==> config.mk <==
export PLATFORM = sky130hd
export DESIGN_NAME = background_drawer_flat
export DESIGN_NICKNAME = d
export VERILOG_FILES = /design/src/rtl/background_drawer_if.sv /design/src/rtl/background_drawer.sv /design/src/flat_wrapper.sv
export SDC_FILE = /design/constraint.sdc
export NUM_CORES = 1
export LEC_CHECK = 0
export CORE_ASPECT_RATIO = 1.75
export CORE_MARGIN = 2
export CORE_UTILIZATION = 30
export DETAILED_ROUTE_END_ITERATION = 12
export HOLD_SLACK_MARGIN = 0.08
export SLEW_MARGIN = 20
export SYNTH_ARGS = -nofsm -noshare
export SYNTH_HDL_FRONTEND = slang
export SYNTH_SLANG_ARGS = --single-unit
==> constraint.sdc <==
create_clock -name clock -period 3.5 [get_ports clock]
set_clock_uncertainty 0.15 [all_clocks]
set_input_delay 1.05 -clock clock [delete_from_list [all_inputs] [get_ports clock]]
set_output_delay 1.05 -clock clock [all_outputs]
set_load 0.01 [all_outputs]
==> src/rtl/background_drawer_if.sv <==
// background_drawer_if: control handshake plus ROM and VGA pixel bus of the background drawer.
interface background_drawer_if #(
   parameter int ADDR_W  = 17,
   parameter int COLOR_W = 9,
   parameter int X_W     = 9,
   parameter int Y_W     = 8
);
   logic               start;
   logic [ADDR_W-1:0]  rom_address;
   logic [COLOR_W-1:0] rom_q;
   logic [X_W-1:0]     x;
   logic [Y_W-1:0]     y;
   logic [COLOR_W-1:0] colour;
   logic               plot;
   logic               busy;
   logic               done;
   modport master (input start, rom_q, output rom_address, x, y, colour, plot, busy, done);
   modport slave (output start, rom_q, input rom_address, x, y, colour, plot, busy, done);
endinterface

==> src/rtl/background_drawer.sv <==
// background_drawer: streams the background ROM into the VGA framebuffer, one pixel per clock,
// through a two-stage pipeline matching the ROM's registered-address read.
module background_drawer #(
   parameter int WIDTH   = 320,
   parameter int HEIGHT  = 240,
   parameter int ADDR_W  = 17,
   parameter int COLOR_W = 9,
   parameter int X_W     = 9,
   parameter int Y_W     = 8
) (
   input logic clock,
   input logic reset,
   background_drawer_if.master bus
);
   localparam logic [1:0] IDLE  = 2'd0;
   localparam logic [1:0] FETCH = 2'd1;
   localparam logic [1:0] DRAIN = 2'd2;
   localparam logic [1:0] DONE  = 2'd3;
   localparam longint PIXELS = longint'(WIDTH) * longint'(HEIGHT);
   localparam logic [ADDR_W-1:0] LAST = ADDR_W'(PIXELS - 1);
   localparam logic [X_W-1:0] COL_LAST = X_W'(WIDTH - 1);
   if (WIDTH < 1 || HEIGHT < 1 || PIXELS > (longint'(1) << ADDR_W) ||
       longint'(WIDTH) > (longint'(1) << X_W) || longint'(HEIGHT) > (longint'(1) << Y_W)) begin : g_param_check
      $error("background_drawer: frame geometry does not fit ADDR_W/X_W/Y_W");
   end
   logic [1:0]         state;
   logic [ADDR_W-1:0]  addr;
   logic [X_W-1:0]     col, s1_col, x_r;
   logic [Y_W-1:0]     row, s1_row, y_r;
   logic               s1_valid, drain_cnt, plot_r;
   logic [COLOR_W-1:0] colour_r;
   always_ff @(posedge clock or posedge reset) begin
      if (reset) begin
         state     <= IDLE;
         addr      <= '0;
         col       <= '0;
         row       <= '0;
         drain_cnt <= 1'b0;
         s1_valid  <= 1'b0;
         s1_col    <= '0;
         s1_row    <= '0;
         x_r       <= '0;
         y_r       <= '0;
         colour_r  <= '0;
         plot_r    <= 1'b0;
      end else begin
         s1_valid <= state == FETCH;
         s1_col   <= col;
         s1_row   <= row;
         plot_r   <= s1_valid;
         // x/y/colour only move on a real pixel so they hold while plot is low
         if (s1_valid) begin
            x_r      <= s1_col;
            y_r      <= s1_row;
            colour_r <= bus.rom_q;
         end
         case (state)
            IDLE: if (bus.start) begin
               state <= FETCH;
               addr  <= '0;
               col   <= '0;
               row   <= '0;
            end
            FETCH: if (addr == LAST) begin
               state     <= DRAIN;
               drain_cnt <= 1'b0;
            end else begin
               addr <= addr + 1'b1;
               col  <= col == COL_LAST ? '0 : col + 1'b1;
               row  <= col == COL_LAST ? row + 1'b1 : row;
            end
            DRAIN: begin
               drain_cnt <= 1'b1;
               if (drain_cnt) state <= DONE;
            end
            default: begin
               state <= IDLE;
               addr  <= '0;
            end
         endcase
      end
   end
   assign bus.rom_address = addr;
   assign bus.x           = x_r;
   assign bus.y           = y_r;
   assign bus.colour      = colour_r;
   assign bus.plot        = plot_r;
   assign bus.busy        = state != IDLE;
   assign bus.done        = state == DONE;
endmodule

==> src/flat_wrapper.sv <==
// flat-port wrapper written by rule: the top's interface ports become plain ports
module background_drawer_flat 
#(
   parameter int WIDTH   = 320,
   parameter int HEIGHT  = 240,
   parameter int ADDR_W  = 17,
   parameter int COLOR_W = 9,
   parameter int X_W     = 9,
   parameter int Y_W     = 8
)
  (clock, reset, bus_start, bus_rom_q, bus_rom_address, bus_x, bus_y, bus_colour, bus_plot, bus_busy, bus_done);
  background_drawer_if #(.ADDR_W(ADDR_W), .COLOR_W(COLOR_W), .X_W(X_W), .Y_W(Y_W)) bus_i ();
  input logic clock;
  input logic reset;
  input wire logic [$bits(bus_i.start)-1:0] bus_start;
  input wire logic [$bits(bus_i.rom_q)-1:0] bus_rom_q;
  output wire logic [$bits(bus_i.rom_address)-1:0] bus_rom_address;
  output wire logic [$bits(bus_i.x)-1:0] bus_x;
  output wire logic [$bits(bus_i.y)-1:0] bus_y;
  output wire logic [$bits(bus_i.colour)-1:0] bus_colour;
  output wire logic [$bits(bus_i.plot)-1:0] bus_plot;
  output wire logic [$bits(bus_i.busy)-1:0] bus_busy;
  output wire logic [$bits(bus_i.done)-1:0] bus_done;
  assign bus_i.start = bus_start;
  assign bus_i.rom_q = bus_rom_q;
  assign bus_rom_address = bus_i.rom_address;
  assign bus_x = bus_i.x;
  assign bus_y = bus_i.y;
  assign bus_colour = bus_i.colour;
  assign bus_plot = bus_i.plot;
  assign bus_busy = bus_i.busy;
  assign bus_done = bus_i.done;
  background_drawer #(.WIDTH(WIDTH), .HEIGHT(HEIGHT), .ADDR_W(ADDR_W), .COLOR_W(COLOR_W), .X_W(X_W), .Y_W(Y_W)) u_core (.clock(clock), .reset(reset), .bus(bus_i));
endmodule
; ---- After elaboration in Yosys (flattened, before gate mapping)
; Index checks and enable logic that the tools add are counted.
[classes]
n_mux = 17
n_reduce_logical = 9
bitwise = 1
n_addsub = 3
eq_ne = 10
[op_table]
columns = op, count
row1 = $pmux 17 s3, 1
row2 = $mux 17, 2
row3 = $mux 9, 3
row4 = $mux 8, 3
row5 = $pmux 9 s2, 1
row6 = $add 17x1->17 const B, 1
row7 = $eq 17x17->1 const B, 1
row8 = $pmux 8 s2, 1
row9 = $add 9x1->9 const B, 1
row10 = $eq 9x9->1 const B, 1
row11 = $reduce_and 3->1, 3
row12 = $add 8x1->8 const B, 1
row13 = $ne 2x2->1 const B, 4
row14 = $mux 2, 3
row15 = $pmux 2 s3, 1
row16 = $reduce_bool 2->1, 3
row17 = $eq 2x2->1 const B, 2
row18 = $reduce_and 4->1, 1
row19 = $eq 2x1->1 const B, 1
row20 = $logic_not 2->1, 1
row21 = $ne 2x1->1 const B, 1
row22 = $pmux 1 s2, 1
row23 = $reduce_and 2->1, 1
row24 = $mux 1, 1
row25 = $not 1->1, 1
[totals]
word_cells = 52
inputBits = 12
regBits = 82

; ---- Depth between registers and ports, before layout
; Gate-level depths: netlist of the first run.
[depth]
word_depth = 4
mapped_depth = 9

; ---- Least setup slack after synthesis of the first run
; Ideal clock, no wire load.
[synth_timing]
kind = input port to flip-flop
start = input port bus_start
end = register u_core.addr[10], in the netlist u_core.bus.rom_address[10]
n_path_buf = 1
t_arrival_ns = 2.160
setup_slack_ns = 1.124
stages = 6
t_required_ns = 3.284
cell_sequence = nor2b_1 > or2_2 > clkbuf_1 > or4_1 > o21ai_0 > a22o_1
[synth_via]
elab_chain_len = 2
[synth_rtl]
columns = item, line_no
row1 = from (decl), flat_wrapper.sv:15  ; input wire logic [$bits(bus_i.start)-1:0] bus_start;
row2 = $ne 2x2->1 (no line), --
row3 = $reduce_and 3->1 (no line), --
row4 = to (signal assigned), background_drawer.sv:68  ; addr <= addr + 1'b1;
row5 = to (decl), background_drawer.sv:27  ; logic [ADDR_W-1:0] addr;
; No other way between the ends.
; A chain may end at the register's enable or synchronous reset.

; ---- Worst setup path after layout of the first run
[layout_timing]
start = register u_core.state[0]
end = output port bus_busy
[layout_via]
elab_chain_len = 1
[layout_rtl]
columns = item, line_no
row1 = from (decl), background_drawer.sv:26  ; logic [1:0] state;
row2 = from (signal assigned), background_drawer.sv:34  ; state <= IDLE;
row3 = from (signal assigned), background_drawer.sv:59  ; state <= FETCH;
row4 = from (signal assigned), background_drawer.sv:65  ; state <= DRAIN;
row5 = $reduce_bool 2->1, background_drawer.sv:88  ; assign bus.busy = state != IDLE;
row6 = to (decl), flat_wrapper.sv:22  ; output wire logic [$bits(bus_i.busy)-1:0] bus_busy;
; No other way between the ends.

==> results of run 1 <==
routing by layer:
metal | GRT usage | vias to the layer above | wire length, um
li1 | - | 1331 | -
met1 | 0.1589 | 1354 | 3262
met2 | 0.2177 | 69 | 4095
met3 | 0.03052 | 13 | 340
met4 | 0.06212 | 0 | 193
met5 | 0 | - | 0
per-stage QoR:
stage	hold WS [ps]	instances	total power, mW	instance area, um^2
4_1_cts	261.4	557	2.035	4776
3_5_place_dp	252.6	542	1.028	4461
3_3_place_gp	242.3	542	1.026	4461
2_1_floorplan	201.9	329	0.9942	3720
6_report	260.2	557	2.004	4777
5_1_grt	266.2	557	2.075	4777
worst register-to-register path: stages, from the launching register on:
cell and delay (ps):
dfrtp_1 460, nand4bb_1 250, or4_1 770, o31ai_4 440, or2_1 280, o31ai_1 110
power by group through the flow:
stage	Sequential (mW)	Combinational, mW	Clock [mW]
finish	0.956	0.0519	0.996
global route	0.955	0.0596	1.06
CTS	0.955	0.0546	1.03
detailed placement	0.973	0.0545	0
global placement	0.973	0.0537	0
floorplan	0.976	0.0184	0
flip-flops by register name, indices dropped and copies added (netlist names), 2 cells and up:
signal	count
u_core.s1_col	9
u_core.s1_row	8
u_core.col	9
u_core.bus.rom_address	17
u_core.bus.y	8
u_core.row	8
u_core.bus.x	9
u_core.bus.colour	9
u_core.state	2
cell type report:
class	count	area, um^2
Tap cell	165	206.4
Multi-Input combinational cell	219	1536
Sequential cell	82	2053
Timing Repair Buffer	63	615.6
Clock buffer	9	225.2
Fill cell	1207	7292
Clock inverter	6	90.09
Inverter	13	50.05
cell families after synthesis:
| family | after synthesis | share of synthesized area |
|---|---|---|
| xor+xnor | 1 | 0.002355 |
| simple gates | 105 | 0.1507 |
| buf+inv | 28 | 0.03532 |
| flops | 82 | 0.5516 |
| fa+ha+maj | 8 | 0.02691 |
| mux | 34 | 0.1006 |
| compound gates | 71 | 0.1325 |
final timing paths:
check / from / cells after the start / to / slack [ps]
worst max-delay path: u_core.state[0] / 4 / bus_busy / 560
min in group asynchronous: reset / 2 / u_core.bus.plot / 920
worst max register to register: u_core.bus.rom_address[12] / 5 / u_core.col[6] / 920
max in group asynchronous: reset / 3 / u_core.state[0] / 1660
worst min register to register: u_core.row[6] / 0 / u_core.s1_row[6] / 260
worst min-delay path: u_core.row[6] / 0 / u_core.s1_row[6] / 260
cell usage after synthesis (all sizes together), types with 3 or more instances:
master | n | area share
o311ai | 4 | 0.0094
a21oi | 8 | 0.011
buf | 4 | 0.011
and4 | 4 | 0.0094
o22ai | 3 | 0.0050
nand3 | 19 | 0.027
or2 | 3 | 0.0050
and3 | 3 | 0.0050
o31ai | 6 | 0.016
o21ai | 22 | 0.031
nor4 | 3 | 0.0050
mux2i | 7 | 0.019
or4 | 4 | 0.0081
mux2 | 27 | 0.082
dfrtp | 82 | 0.55
nor2 | 17 | 0.022
nand2 | 31 | 0.031
o211ai | 8 | 0.016
a31oi | 3 | 0.0050
nor3 | 4 | 0.0054
nand4 | 7 | 0.012
clkbuf | 11 | 0.011
ha | 8 | 0.027
inv | 13 | 0.013
==> impl_metrics.tcl, run 1 <==
set metrics [dict create \
    start_util 0.3082 \
    hold_class "flip-flop to flip-flop" \
    status "complete, no violations" \
    pwr-share-comb 0.026 \
    first_iter_violations 200 \
    pwr-share-seq 0.477 \
    synth_fp_nets 349 \
    min_period_ps 2939 \
    layout-drive-gt1-share 0.1429 \
    coreArea_um2 12070 \
    grt_pass1_vias 2791 \
    rsz0062_at_grt "no" \
    powerDensity_nw_per_um2 419.5 \
    swShare 0.2000 \
    p_sw_uw 400.7 \
    slowest_delay_ps 550 \
    postCtsHoldBufs 0 \
    clk_pin_slew_ps 60 \
    die_height_um 151.3 \
    crit_buf_inv 3 \
    cts.sinks 82 \
    dieArea_um2 13340 \
    hold_viol_final 0 \
    drc 0 \
    crit_path_end_kind "output port" \
    cts_resized 0 \
    p_int_mw 1.603 \
    tightest_slew_ps 885.1 \
    rows 53 \
    cp_slowest_cell "clkdlybuf4s50_1" \
    fin_crit_sh 0.8397 \
    io-pin-count 58 \
    final_nets 408 \
    cts_tree "built" \
    via_per_inst 4.968 \
    clockRootBuffer "clkbuf_16" \
    antenna_found_initial 0 \
    vias 2767 \
    cp_cell_sequence "inv_1, ha_1, inv_1, clkdlybuf4s50_1" \
    layout_common_cells "81 x dfrtp_1, 57 x clkdlybuf4s50_1, 31 x nand2_1" \
    place_hpwl_mm 5.581 \
    htreeDepth 3 \
    post_cts_buffers 0 \
    clockBufferDepth 2 \
    cpMostUsedCell "inv_1" \
    max_freq_ghz 0.3403 \
    die_x_um 88.18 \
    final_common_cell "dfrtp_1" \
    numCtsBuffers 9 \
    synthArstFlopShare 1.000 \
    grt.total_usage 0.1314 \
    synth.distinct_cells 52 \
    leakage_nw 1.926 \
    syn_avg_cell_area_um2 11.31 \
    overflow 0 \
    setup_viol 0 \
    post-place-ws_ps 472.8 \
    syn_inst 329 \
    insertedDiodeCount 0 \
    max_cap_viol_count 0 \
    synth-main-ff-cell "dfrtp_1" \
    start_kind "flip-flop" \
    drt-total-wl_mm 7.891 \
    final_core_util 0.3958 \
    clock_latency_ps 340 \
    synth_edf_count 0 \
    cp.required_ps 2300 \
    synth.cell_area_um2 3720 \
    fin_ws_ps 561.2 \
    firstDrtPassIters 4 \
    seq_area_frac_synth 0.5516 \
    drv_slew 0 \
    portBuffers 57 \
    grt_max_degree 35 \
    critPathKind "flip-flop to output port" \
    cp_top_family "buffers and inverters" \
    peakVddDrop_mv 0.2879 \
    syn_to_final_growth_pct 28.42 \
    ant_nets 0 \
    ys_warn_count 0 \
    clkPwrFrac 0.497 \
    slew_headroom 0.4045 \
    worst-path-max-fanout 5 \
    ys_ff_latch 82 \
    gp_congestion 0.7772 \
    critical_path_arrival_ps 1740 \
    finalSetupTns_ps 0 \
    wire_per_inst_um 14.17 \
    grt_pass1_wl_mm 13.82 \
]
(Power assumes the default switching activity.)
==> inputs of run 2 (changes only) <==
==> constraint.sdc (replaced) <==
create_clock -name clock -period 2.8 [get_ports clock]
set_clock_uncertainty 0.15 [all_clocks]
set_input_delay 0.84 -clock clock [delete_from_list [all_inputs] [get_ports clock]]
set_output_delay 0.84 -clock clock [all_outputs]
set_load 0.01 [all_outputs]
==> impl_metrics.tcl, run 2 (synthesis gave the netlist of run 1 again) <==
set metrics [dict create \
    final_common_cell "dfrtp_1" \
    gp_congestion 0.7830 \
    portBuffers 57 \
    fin_crit_sh 0.9117 \
    drv_slew 0 \
    insertedDiodeCount 0 \
    tightest_slew_ps 541.6 \
    cp_cell_sequence "inv_1, ha_1, inv_1, dlygate4sd2_1" \
    rsz0062_at_grt "no" \
    wire_per_inst_um 14.05 \
    hold_class "flip-flop to flip-flop" \
    place_area_um2 4563 \
    dieArea_um2 13340 \
    powerDensity_nw_per_um2 485.5 \
    coreArea_um2 12070 \
    vias 2790 \
    cts.sinks 82 \
    grt_pass1_wl_mm 13.80 \
    cp_top_family "buffers and inverters" \
    postCtsHoldBufs 0 \
    hold_viol_final 0 \
    cp_slowest_cell "dfrtp_1" \
    grt.total_usage 0.1312 \
    design_area_um2 4841 \
    first_iter_violations 137 \
    slew_headroom 0.6357 \
    finalSetupTns_ps 0 \
    timing.hold.ws_ps 271.5 \
    clockBufferDepth 2 \
    overflow 0 \
    status "complete, no violations" \
    start_util 0.3082 \
    via_per_inst 4.912 \
    clock_latency_ps 340 \
    syn_to_final_growth_pct 30.14 \
    die_height_um 151.3 \
    fillers 1194 \
    clockRootBuffer "clkbuf_16" \
    firstDrtPassIters 4 \
    grt_max_degree 42 \
    critPathKind "flip-flop to output port" \
    max_cap_viol_count 0 \
    multi_input_area_um2 1536 \
    final_nets 418 \
    max_freq_ghz 0.3917 \
    io-pin-count 58 \
    grt_pass1_vias 2909 \
    numCtsBuffers 9 \
    seq_area_um2 2052 \
    ant_nets 0 \
    start_kind "flip-flop" \
    cp.required_ps 1810 \
    post_cts_buffers 0 \
    cpMostUsedCell "inv_1" \
    largest_reg_flops 17 \
    placed_cells 552 \
    critical_path_arrival_ps 1560 \
    antenna_found_initial 0 \
    layout-drive-gt1-share 0.1613 \
    setup_viol 0 \
    drc 0 \
    min_period_ps 2553 \
    place_hpwl_mm 5.715 \
    die_x_um 88.18 \
    htreeDepth 3 \
    clk_pin_slew_ps 60 \
    worst-path-max-fanout 5 \
    crit_path_end_kind "output port" \
    fin_cells 568 \
    slowest_delay_ps 420 \
    drt-total-wl_mm 7.979 \
    crit_buf_inv 3 \
    leakage_nw 1.955 \
    peakVddDrop_mv 0.3221 \
    finalPower_mw 2.350 \
    cts_tree "built" \
    rows 53 \
    layout_common_cells "82 x dfrtp_1, 56 x clkdlybuf4s50_1, 31 x nand2_1" \
]
==> run 2: path summary, 6_finish.rpt <==
| kind | from | endpoint | slack, ps | depth (start not counted) |
|---|---|---|---|---|
| setup reg to reg | u_core.bus.rom_address[12] | u_core.col[7] | 340 | 6 |
| hold / removal | u_core.row[6] | u_core.s1_row[6] | 270 | 0 |
| min in group asynchronous | reset | u_core.bus.x[5] | 700 | 2 |
| setup / recovery | u_core.state[0] | bus_busy | 250 | 4 |
| hold reg to reg | u_core.row[6] | u_core.s1_row[6] | 270 | 0 |
| max in group asynchronous | reset | u_core.s1_row[2] | 1290 | 3 |
==> run 2: timing repair <==
action	4_1_cts	5_1_grt
endpoints found under the setup margin	1	0
gates resized for setup	1	0
endpoints found under the hold margin	0	0
==> run 2: worst reg2reg max path: cells and delay by family, from the launching register on <==
| family | cells | cell delay (ps) |
|---|---|---|
| simple gates | 3 | 1210 |
| flops | 1 | 450 |
| compound gates | 2 | 290 |
| buf+inv | 1 | 240 |
==> run 2: report_power, final <==
group	internal [mW]	switching [mW]	leakage, nW
clock network	0.610	0.479	0.130
registers	1.19	0.00284	0.900
logic	0.0348	0.0326	0.926
==> run 2: per-layer routing <==
| metal | vias up | wire [um] | global-route usage |
|---|---|---|---|
| met2 | 58 | 4076 | 0.2173 |
| met1 | 1364 | 3380 | 0.1564 |
| met5 | - | 0 | 0 |
| met3 | 18 | 255 | 0.02180 |
| li1 | 1350 | - | - |
| met4 | 0 | 267 | 0.07879 |
==> run 2: final cells by class <==
cell class,instances,share of cell area
Clock buffer,10,0.04730
Clock inverter,6,0.01034
Inverter,13,0.01086
Multi-Input combinational cell,219,0.3174
Sequential cell,82,0.4239
Tap cell,165,0.04265
Timing Repair Buffer,73,0.1476
==> run 2: stage by stage <==
step                      setup slack (ps)  utilization
final                                247.3       0.4011
after detailed placement             194.9       0.3781
after global placement               213.2       0.3781
after CTS                            238.8       0.4011
after global routing                 177.6       0.4011
after floorplan                      593.3            -
